`config.mk`:
```
export PLATFORM = sky130hd
export DESIGN_NAME = borrow_ahead_sub_seq
export DESIGN_NICKNAME = d
export VERILOG_FILES = /design/src/rtl/borrow_ahead_pkg.sv /design/src/rtl/borrow_ahead_slice.sv /design/src/rtl/borrow_ahead_sub_seq.sv
export SDC_FILE = /design/constraint.sdc
export NUM_CORES = 1
export LEC_CHECK = 0
export CAP_MARGIN = 0
export CORE_MARGIN = 1.5
export CORE_UTILIZATION = 40
export DETAILED_ROUTE_END_ITERATION = 12
export GPL_ROUTABILITY_DRIVEN = 0
export PLACE_DENSITY_LB_ADDON = 0.2
export SYNTH_ARGS = -nofsm -noshare
export SYNTH_HDL_FRONTEND = slang
export SYNTH_SLANG_ARGS = --single-unit
```
`constraint.sdc`:
```
create_clock -name clk -period 1.6 [get_ports clk]
set_input_delay 0.32 -clock clk [delete_from_list [all_inputs] [get_ports clk]]
set_output_delay 0.32 -clock clk [all_outputs]
set_load 0.05 [all_outputs]
```
`src/rtl/borrow_ahead_pkg.sv`:
```
// Shared definitions for the digit-serial borrow-lookahead subtractor:
// slice width, controller state encoding and step-count helper.
package borrow_ahead_pkg;

   localparam int SLICE_W = 4;

   typedef enum logic [1:0] {
      IDLE = 2'd0,
      RUN  = 2'd1,
      DONE = 2'd2
   } state_e;

   // Number of slice steps needed to cover an operand of the given width.
   function automatic int steps(input int width);
      return width / SLICE_W;
   endfunction

endpackage

```
`src/rtl/borrow_ahead_slice.sv`:
```
// Purely combinational 4-bit subtract slice: d = a - b - bi, with every
// internal borrow expanded in lookahead form from per-bit generate/propagate.
module borrow_ahead_slice
   import borrow_ahead_pkg::*;
(
   input  logic [SLICE_W-1:0] a,
   input  logic [SLICE_W-1:0] b,
   input  logic               bi,
   output logic [SLICE_W-1:0] d,
   output logic               bo
);

   logic [SLICE_W-1:0] g;
   logic [SLICE_W-1:0] p;
   logic [SLICE_W:0]   c;

   // g: this bit borrows on its own; p: this bit passes an incoming borrow on.
   assign g = ~a & b;
   assign p = ~(a ^ b);

   always_comb begin
      c    = '0;
      c[0] = bi;
      c[1] = g[0] | (p[0] & bi);
      c[2] = g[1] | (p[1] & g[0]) | (p[1] & p[0] & bi);
      c[3] = g[2] | (p[2] & g[1]) | (p[2] & p[1] & g[0])
           | (p[2] & p[1] & p[0] & bi);
      c[4] = g[3] | (p[3] & g[2]) | (p[3] & p[2] & g[1])
           | (p[3] & p[2] & p[1] & g[0]) | (p[3] & p[2] & p[1] & p[0] & bi);
   end

   assign d  = a ^ b ^ c[SLICE_W-1:0];
   assign bo = c[SLICE_W];

endmodule

```
`src/rtl/borrow_ahead_sub_seq.sv`:
```
// Digit-serial subtractor D = A - B - Bin, one 4-bit lookahead slice per clock.
// Optional signed-overflow output V is enabled by BORROW_AHEAD_SUB_SEQ_OVF_EN.
module borrow_ahead_sub_seq
   import borrow_ahead_pkg::*;
#(
   parameter int WIDTH = 16
) (
   input  logic             clk,
   input  logic             rst_n,
   input  logic             start,
   input  logic [WIDTH-1:0] A,
   input  logic [WIDTH-1:0] B,
   input  logic             Bin,
   output logic             busy,
   output logic             done,
   output logic [WIDTH-1:0] D,
   output logic             Bout,
`ifdef BORROW_AHEAD_SUB_SEQ_OVF_EN
   output logic             V,
`endif
   output logic [1:0]       dbg_state
);

   // Handshake: start is accepted only on an edge where the block is IDLE
   // (busy=0); busy stays high through RUN and DONE; done pulses for the
   // single DONE cycle, after which D/Bout hold until the next accepted start.

   localparam int N_STEPS = steps(WIDTH);
   localparam int STEP_W  = (N_STEPS > 1) ? $clog2(N_STEPS) : 1;
   localparam logic [STEP_W-1:0] LAST_STEP = STEP_W'(N_STEPS - 1);

   state_e             state_q, state_d;
   logic [STEP_W-1:0]  step_q,  step_d;
   logic [WIDTH-1:0]   a_q,     a_d;
   logic [WIDTH-1:0]   b_q,     b_d;
   logic               brw_q,   brw_d;
   logic [WIDTH-1:0]   d_q,     d_d;
   logic               bout_q,  bout_d;
   logic               v_q,     v_d;

   logic [SLICE_W-1:0] s_a;
   logic [SLICE_W-1:0] s_b;
   logic [SLICE_W-1:0] s_d;
   logic               s_bo;

   // Operand registers shift down one nibble per step, so the slice always
   // reads the current nibble from the bottom.
   assign s_a = a_q[SLICE_W-1:0];
   assign s_b = b_q[SLICE_W-1:0];

   borrow_ahead_slice u_slice (
      .a  (s_a),
      .b  (s_b),
      .bi (brw_q),
      .d  (s_d),
      .bo (s_bo)
   );

   always_comb begin
      state_d = state_q;
      step_d  = step_q;
      a_d     = a_q;
      b_d     = b_q;
      brw_d   = brw_q;
      d_d     = d_q;
      bout_d  = bout_q;
      v_d     = v_q;

      case (state_q)
         IDLE: begin
            if (start) begin
               a_d     = A;
               b_d     = B;
               brw_d   = Bin;
               step_d  = '0;
               d_d     = '0;
               bout_d  = 1'b0;
               v_d     = 1'b0;
               state_d = RUN;
            end
         end

         RUN: begin
            a_d    = a_q >> SLICE_W;
            b_d    = b_q >> SLICE_W;
            brw_d  = s_bo;
            step_d = step_q + STEP_W'(1);
            for (int i = 0; i < N_STEPS; i++) begin
               if (step_q == STEP_W'(i)) begin
                  d_d[i*SLICE_W +: SLICE_W] = s_d;
               end
            end
            if (step_q == LAST_STEP) begin
               // Top nibble: slice bit 3 is the operand/result sign bit.
               bout_d  = s_bo;
               v_d     = (s_a[SLICE_W-1] ^ s_b[SLICE_W-1])
                       & (s_d[SLICE_W-1] ^ s_a[SLICE_W-1]);
               state_d = DONE;
            end
         end

         DONE: begin
            state_d = IDLE;
         end

         default: begin
            state_d = IDLE;
         end
      endcase
   end

   always_ff @(posedge clk) begin
      if (!rst_n) begin
         state_q <= IDLE;
         step_q  <= '0;
         a_q     <= '0;
         b_q     <= '0;
         brw_q   <= 1'b0;
         d_q     <= '0;
         bout_q  <= 1'b0;
         v_q     <= 1'b0;
      end else begin
         state_q <= state_d;
         step_q  <= step_d;
         a_q     <= a_d;
         b_q     <= b_d;
         brw_q   <= brw_d;
         d_q     <= d_d;
         bout_q  <= bout_d;
         v_q     <= v_d;
      end
   end

   assign busy      = (state_q != IDLE);
   assign done      = (state_q == DONE);
   assign D         = d_q;
   assign Bout      = bout_q;
   assign dbg_state = state_q;

`ifdef BORROW_AHEAD_SUB_SEQ_OVF_EN
   assign V = v_q;
`else
   logic unused_v;
   assign unused_v = v_q;
`endif

endmodule

```
==> results by stage <==
Timing:
- Setup violations remaining at the end of the flow were counted as 1.
- The max-slew violation count is 0.
- The shortest clock period the worst path allows after layout is 1.61 ns.
- Across all setup checks in the final design, the least slack found is -0.00753 ns.
- The final critical path takes up 100% of the cycle.
- The number of hold-slack violations in the final timing report came to 0.
- At the pin with the least slew margin, the transition time is 0.326 ns.
- Across the routed clock network, the largest skew measured is 0.00783 ns.
- Setup repair after global routing could not meet its margin everywhere.
- The worst slew slack as a fraction of its limit is 78.2%.
- The highest clock frequency the design can meet is 622 MHz.

Critical path:
- The worst reg2reg path endpoint is D[12]$_SDFFE_PN0P_.
- The depth of the worst register-to-register path is 6.
- The launching element type of the critical path is a register.
- The nature of the critical path endpoint is a register.
- The worst setup path is of the reg -> reg kind.
- The setup check on the worst reg-to-reg path leaves a slack of -0.008 ns.
- The arrival time at the worst endpoint is 1.82 ns.
- The critical register-to-register path startpoint is a_q[0]$_SDFFE_PN0P_.
- STA puts the critical path data required time at 1.81 ns.
- The maximum fanout count along the critical path is 3.

Clock tree:
- The clock transition time at the flip-flop clock pins of the worst setup and hold paths is 0.10 ns.
- The clock tree buffer depth is 2.
- The number of buffers added by the clock tree synthesis step is 5.
- The H-tree depth reported by CTS is 2.
- TritonCTS built the clock tree.
- The root buffer cell is sky130_fd_sc_hd__clkbuf_8.
- For this design, the CTS-stage hold fixing added 0 buffers.
- The later pin in the worst-skew pair is clocked with a latency of 0.31 ns.
- The clock net in this run drives a total of 54 sinks.

Logic synthesis:
- The proportion of synthesized area in mux cells is 3.13%.
- The arithmetic-cell share of the synthesized area counting full adders, half adders and majority gates is 4.62%.
- The async set or reset register ratio after synthesis is 0%.
- The number of nets produced by synthesis is 332.
- The post-synthesis compound-gate area fraction is 18.2%.
- The average instance area after synthesis is 9.05 µm².
- By area, the combinational part of the netlist is dominated by simple AND/OR/NAND/NOR gates.
- The xor and xnor area share after synthesis is 1.01%.
- The distinct cell type count after synthesis is 41.
- The most used flip-flop cell after synthesis is sky130_fd_sc_hd__dfxtp_1.
- Summing the areas of all and, or, nand and nor instances in the mapped netlist gives 24.5% of the synthesized area.
- The combined area of all synthesized cells is 2600 µm².
- The number of instances in the synthesized netlist is 287.
- The number of warnings issued by yosys is 0.
- The proportion of synthesized chip area in sequential cells is 41.6%.
- The count of flip-flops with a built-in enable after synthesis is 0.
- The synthesized design contains 54 register bits.

Floorplan:
- The total number of placement rows is 29.
- The starting density of the core is 41.1%.
- The vertical die dimension is 83.6 µm.
- The chip width is 83.6 µm.
- The die covers 6990 µm².
- The region available for standard cell placement spans 6310 µm².
- The top-level I/O count is 57.

Pwr:
- Power spread over the standard cell area amounts to 909 nW/µm².
- In this run the static leakage power is 0.00164 µW.
- Across the VDD grid, the largest voltage drop is 0.417 mV.
- Summing internal, switching and leakage power gives 3180 µW.

Place:
- Buffers placed on the I/O ports in this run total 56.
- The total half-perimeter wirelength after legalization and detailed placement is 4.35 mm.
- After detailed placement, the total cell area comes to 3320 µm².

Drt:
- The length of routed met3 wiring is 209 µm.
- The average wire per cell in the routed design is 14.1 µm.
- The detailed-routing wirelength on met1 is 2.86 mm.
- The violation count after the first detailed-routing iteration is 102.
- The number of DRC violations after detailed routing is 0.
- The mean number of vias per cell is 5.12.
- Once detail routing completed, the nets flagged for antenna violations numbered 0.
- The total wirelength of the detailed-routed design is 6.05 mm.
- The highest metal layer used by the detailed router is met4.
- The routed layout has 2191 vias.
- The number of iterations in the first detailed-routing pass is 4.
- Wire segments on met2 add up to 2.91 mm in the final route.

Worst hold path:
- The classification of the worst-slack hold path is reg -> reg.
- The endpoint with the worst hold slack is Bout$_SDFFE_PN0P_.
- The depth of the worst hold-timing path is 2.
- In this run the most critical hold path is launched from Bout$_SDFFE_PN0P_.

Global routing:
- The number of antenna violations at the first check in global routing came to 0.
- Entering global routing, the biggest net connects 36 pins.
- The total congestion overflow after global routing is 0.
- The global-route wire length before repair is 9.87 mm.
- The number of global-route vias before repair is 2073.
- In the global route stage, overall resource usage came out at 17.5%.

Job:
- Max-cap violations in this run came to 0.

Final layout:
- The number of antenna repair diodes is 0.
- The net count of the finished layout is 395.
- The relative area change from synthesis to final layout is 34.8%.
- The post-layout instance area is 3500 µm².
- Cells with a size suffix above 1 make up 20.8% of the layout.

Status:
- The flow ran to the end, but the final reports show violations.
- The checks that failed: negative setup slack.
-- cell families (layout without fill, tap and decap cells) --
family	count (synthesis)	after routing
AND/OR/NAND/NOR	129	129
flip-flops	54	54
AO/OA/AOI/OAI	52	52
buffers and inverters	32	96
adder cells (fa/ha/maj)	9	9
multiplexers	8	8
XOR/XNOR	3	3
-- per-stage QoR --
step	hold slack [ns]	cells	TNS [ns]	worst slack (ns)	util, %
after floorplan	0.472	287	0	0.0284	-
after global placement	0.480	419	-0.588	-0.0385	52.6
after detailed placement	0.477	419	-1.06	-0.0742	52.6
after CTS	0.490	427	0	0.000238	54.4
after global routing	0.509	428	-0.0460	-0.0460	55.4
final	0.485	428	-0.00753	-0.00753	55.4
-- layer usage --
metal  up-vias  track usage [%]
met3         7             3.36
met2        40             28.2
met1      1038             23.8
met5         -                0
li1       1106                -
met4         0             5.37
-- how the worst max path moves through the flow --
stage / from / endpoint / slack, ns / cells after the start
final: a_q[0]$_SDFFE_PN0P_ / D[12]$_SDFFE_PN0P_ / -0.008 / 6
after global routing: a_q[0]$_SDFFE_PN0P_ / D[12]$_SDFFE_PN0P_ / -0.05 / 6
after CTS: a_q[0]$_SDFFE_PN0P_ / D[14]$_SDFFE_PN0P_ / 0.0002 / 6
after detailed placement: start / D[8]$_SDFFE_PN0P_ / -0.07 / 6
after global placement: start / b_q[14]$_SDFFE_PN0P_ / -0.04 / 6
after floorplan: dbg_state[1]$_SDFFE_PN0P_ / a_q[10]$_SDFFE_PN0P_ / 0.03 / 7
-- report_power, final --
part / internal [µW] / total, µW / switching [µW]
logic: 387 / 788 / 402
registers: 1430 / 1490 / 59.4
clock network: 469 / 903 / 434
total: 2290 / 3180 / 895
-- cells in the mapped netlist, drive strengths merged (2+ instances only) --
master	n	area share, %
nand2	62	9.0
dfxtp	54	42
nand3	26	5.0
o211a	21	8.1
nor2b	19	4.6
buf	13	4.2
inv	12	1.7
a22oi	10	2.9
ha	8	3.9
nor2	8	1.6
clkbuf	7	1.0
mux2i	7	2.7
a21oi	6	2.6
and3	5	1.2
a21o	3	0.87
a31o	3	1.0
nand3b	3	0.87
o31ai	3	0.87
nand2b	2	0.77
o21ai	2	0.39
or2	2	0.48
xnor2	2	0.67
-- cell usage in the layout, fill, tap and decap left out, drive strengths merged, types with 5 or more instances in the layout --
cell           count
nand2             62
o211a             21
dfxtp             54
a21oi              6
inv               12
nor2               8
buf               41
nor2b             19
nand3             26
a22oi             10
ha                 8
and3               5
clkdlybuf4s50     35
mux2i              7
clkbuf             7
-- layout make-up --
class,count,area [µm²]
Clock inverter,1,30.0
Fill cell,611,2810
Tap cell,77,96.3
Clock buffer,7,76.3
Inverter,12,45.0
Timing Repair Buffer,76,758
Multi-Input combinational cell,201,1410
Sequential cell,54,1090
-- sequential cells by signal, indices dropped and copies added (netlist names) --
signal and flops:
Bout 1, step_q 2, dbg_state 2, a_q 16, b_q 16, D 16, brw_q 1
-- worst max-delay path, stage by stage, from the launching register on --
cell and delay (ns):
sky130_fd_sc_hd__dfxtp_2 0.34, sky130_fd_sc_hd__inv_2 0.06, sky130_fd_sc_hd__fa_1 0.59, sky130_fd_sc_hd__nor2_1 0.07
sky130_fd_sc_hd__mux2_4 0.27, sky130_fd_sc_hd__a22oi_2 0.11, sky130_fd_sc_hd__nor2b_1 0.06
-- what timing repair did --
action,in CTS,in global routing
buffers inserted,0,1
pin swaps,1,3
resized for setup,2,10
endpoints found under the setup margin,8,9
cloned,0,0
Note: power is estimated with default switching activity, not from simulation.
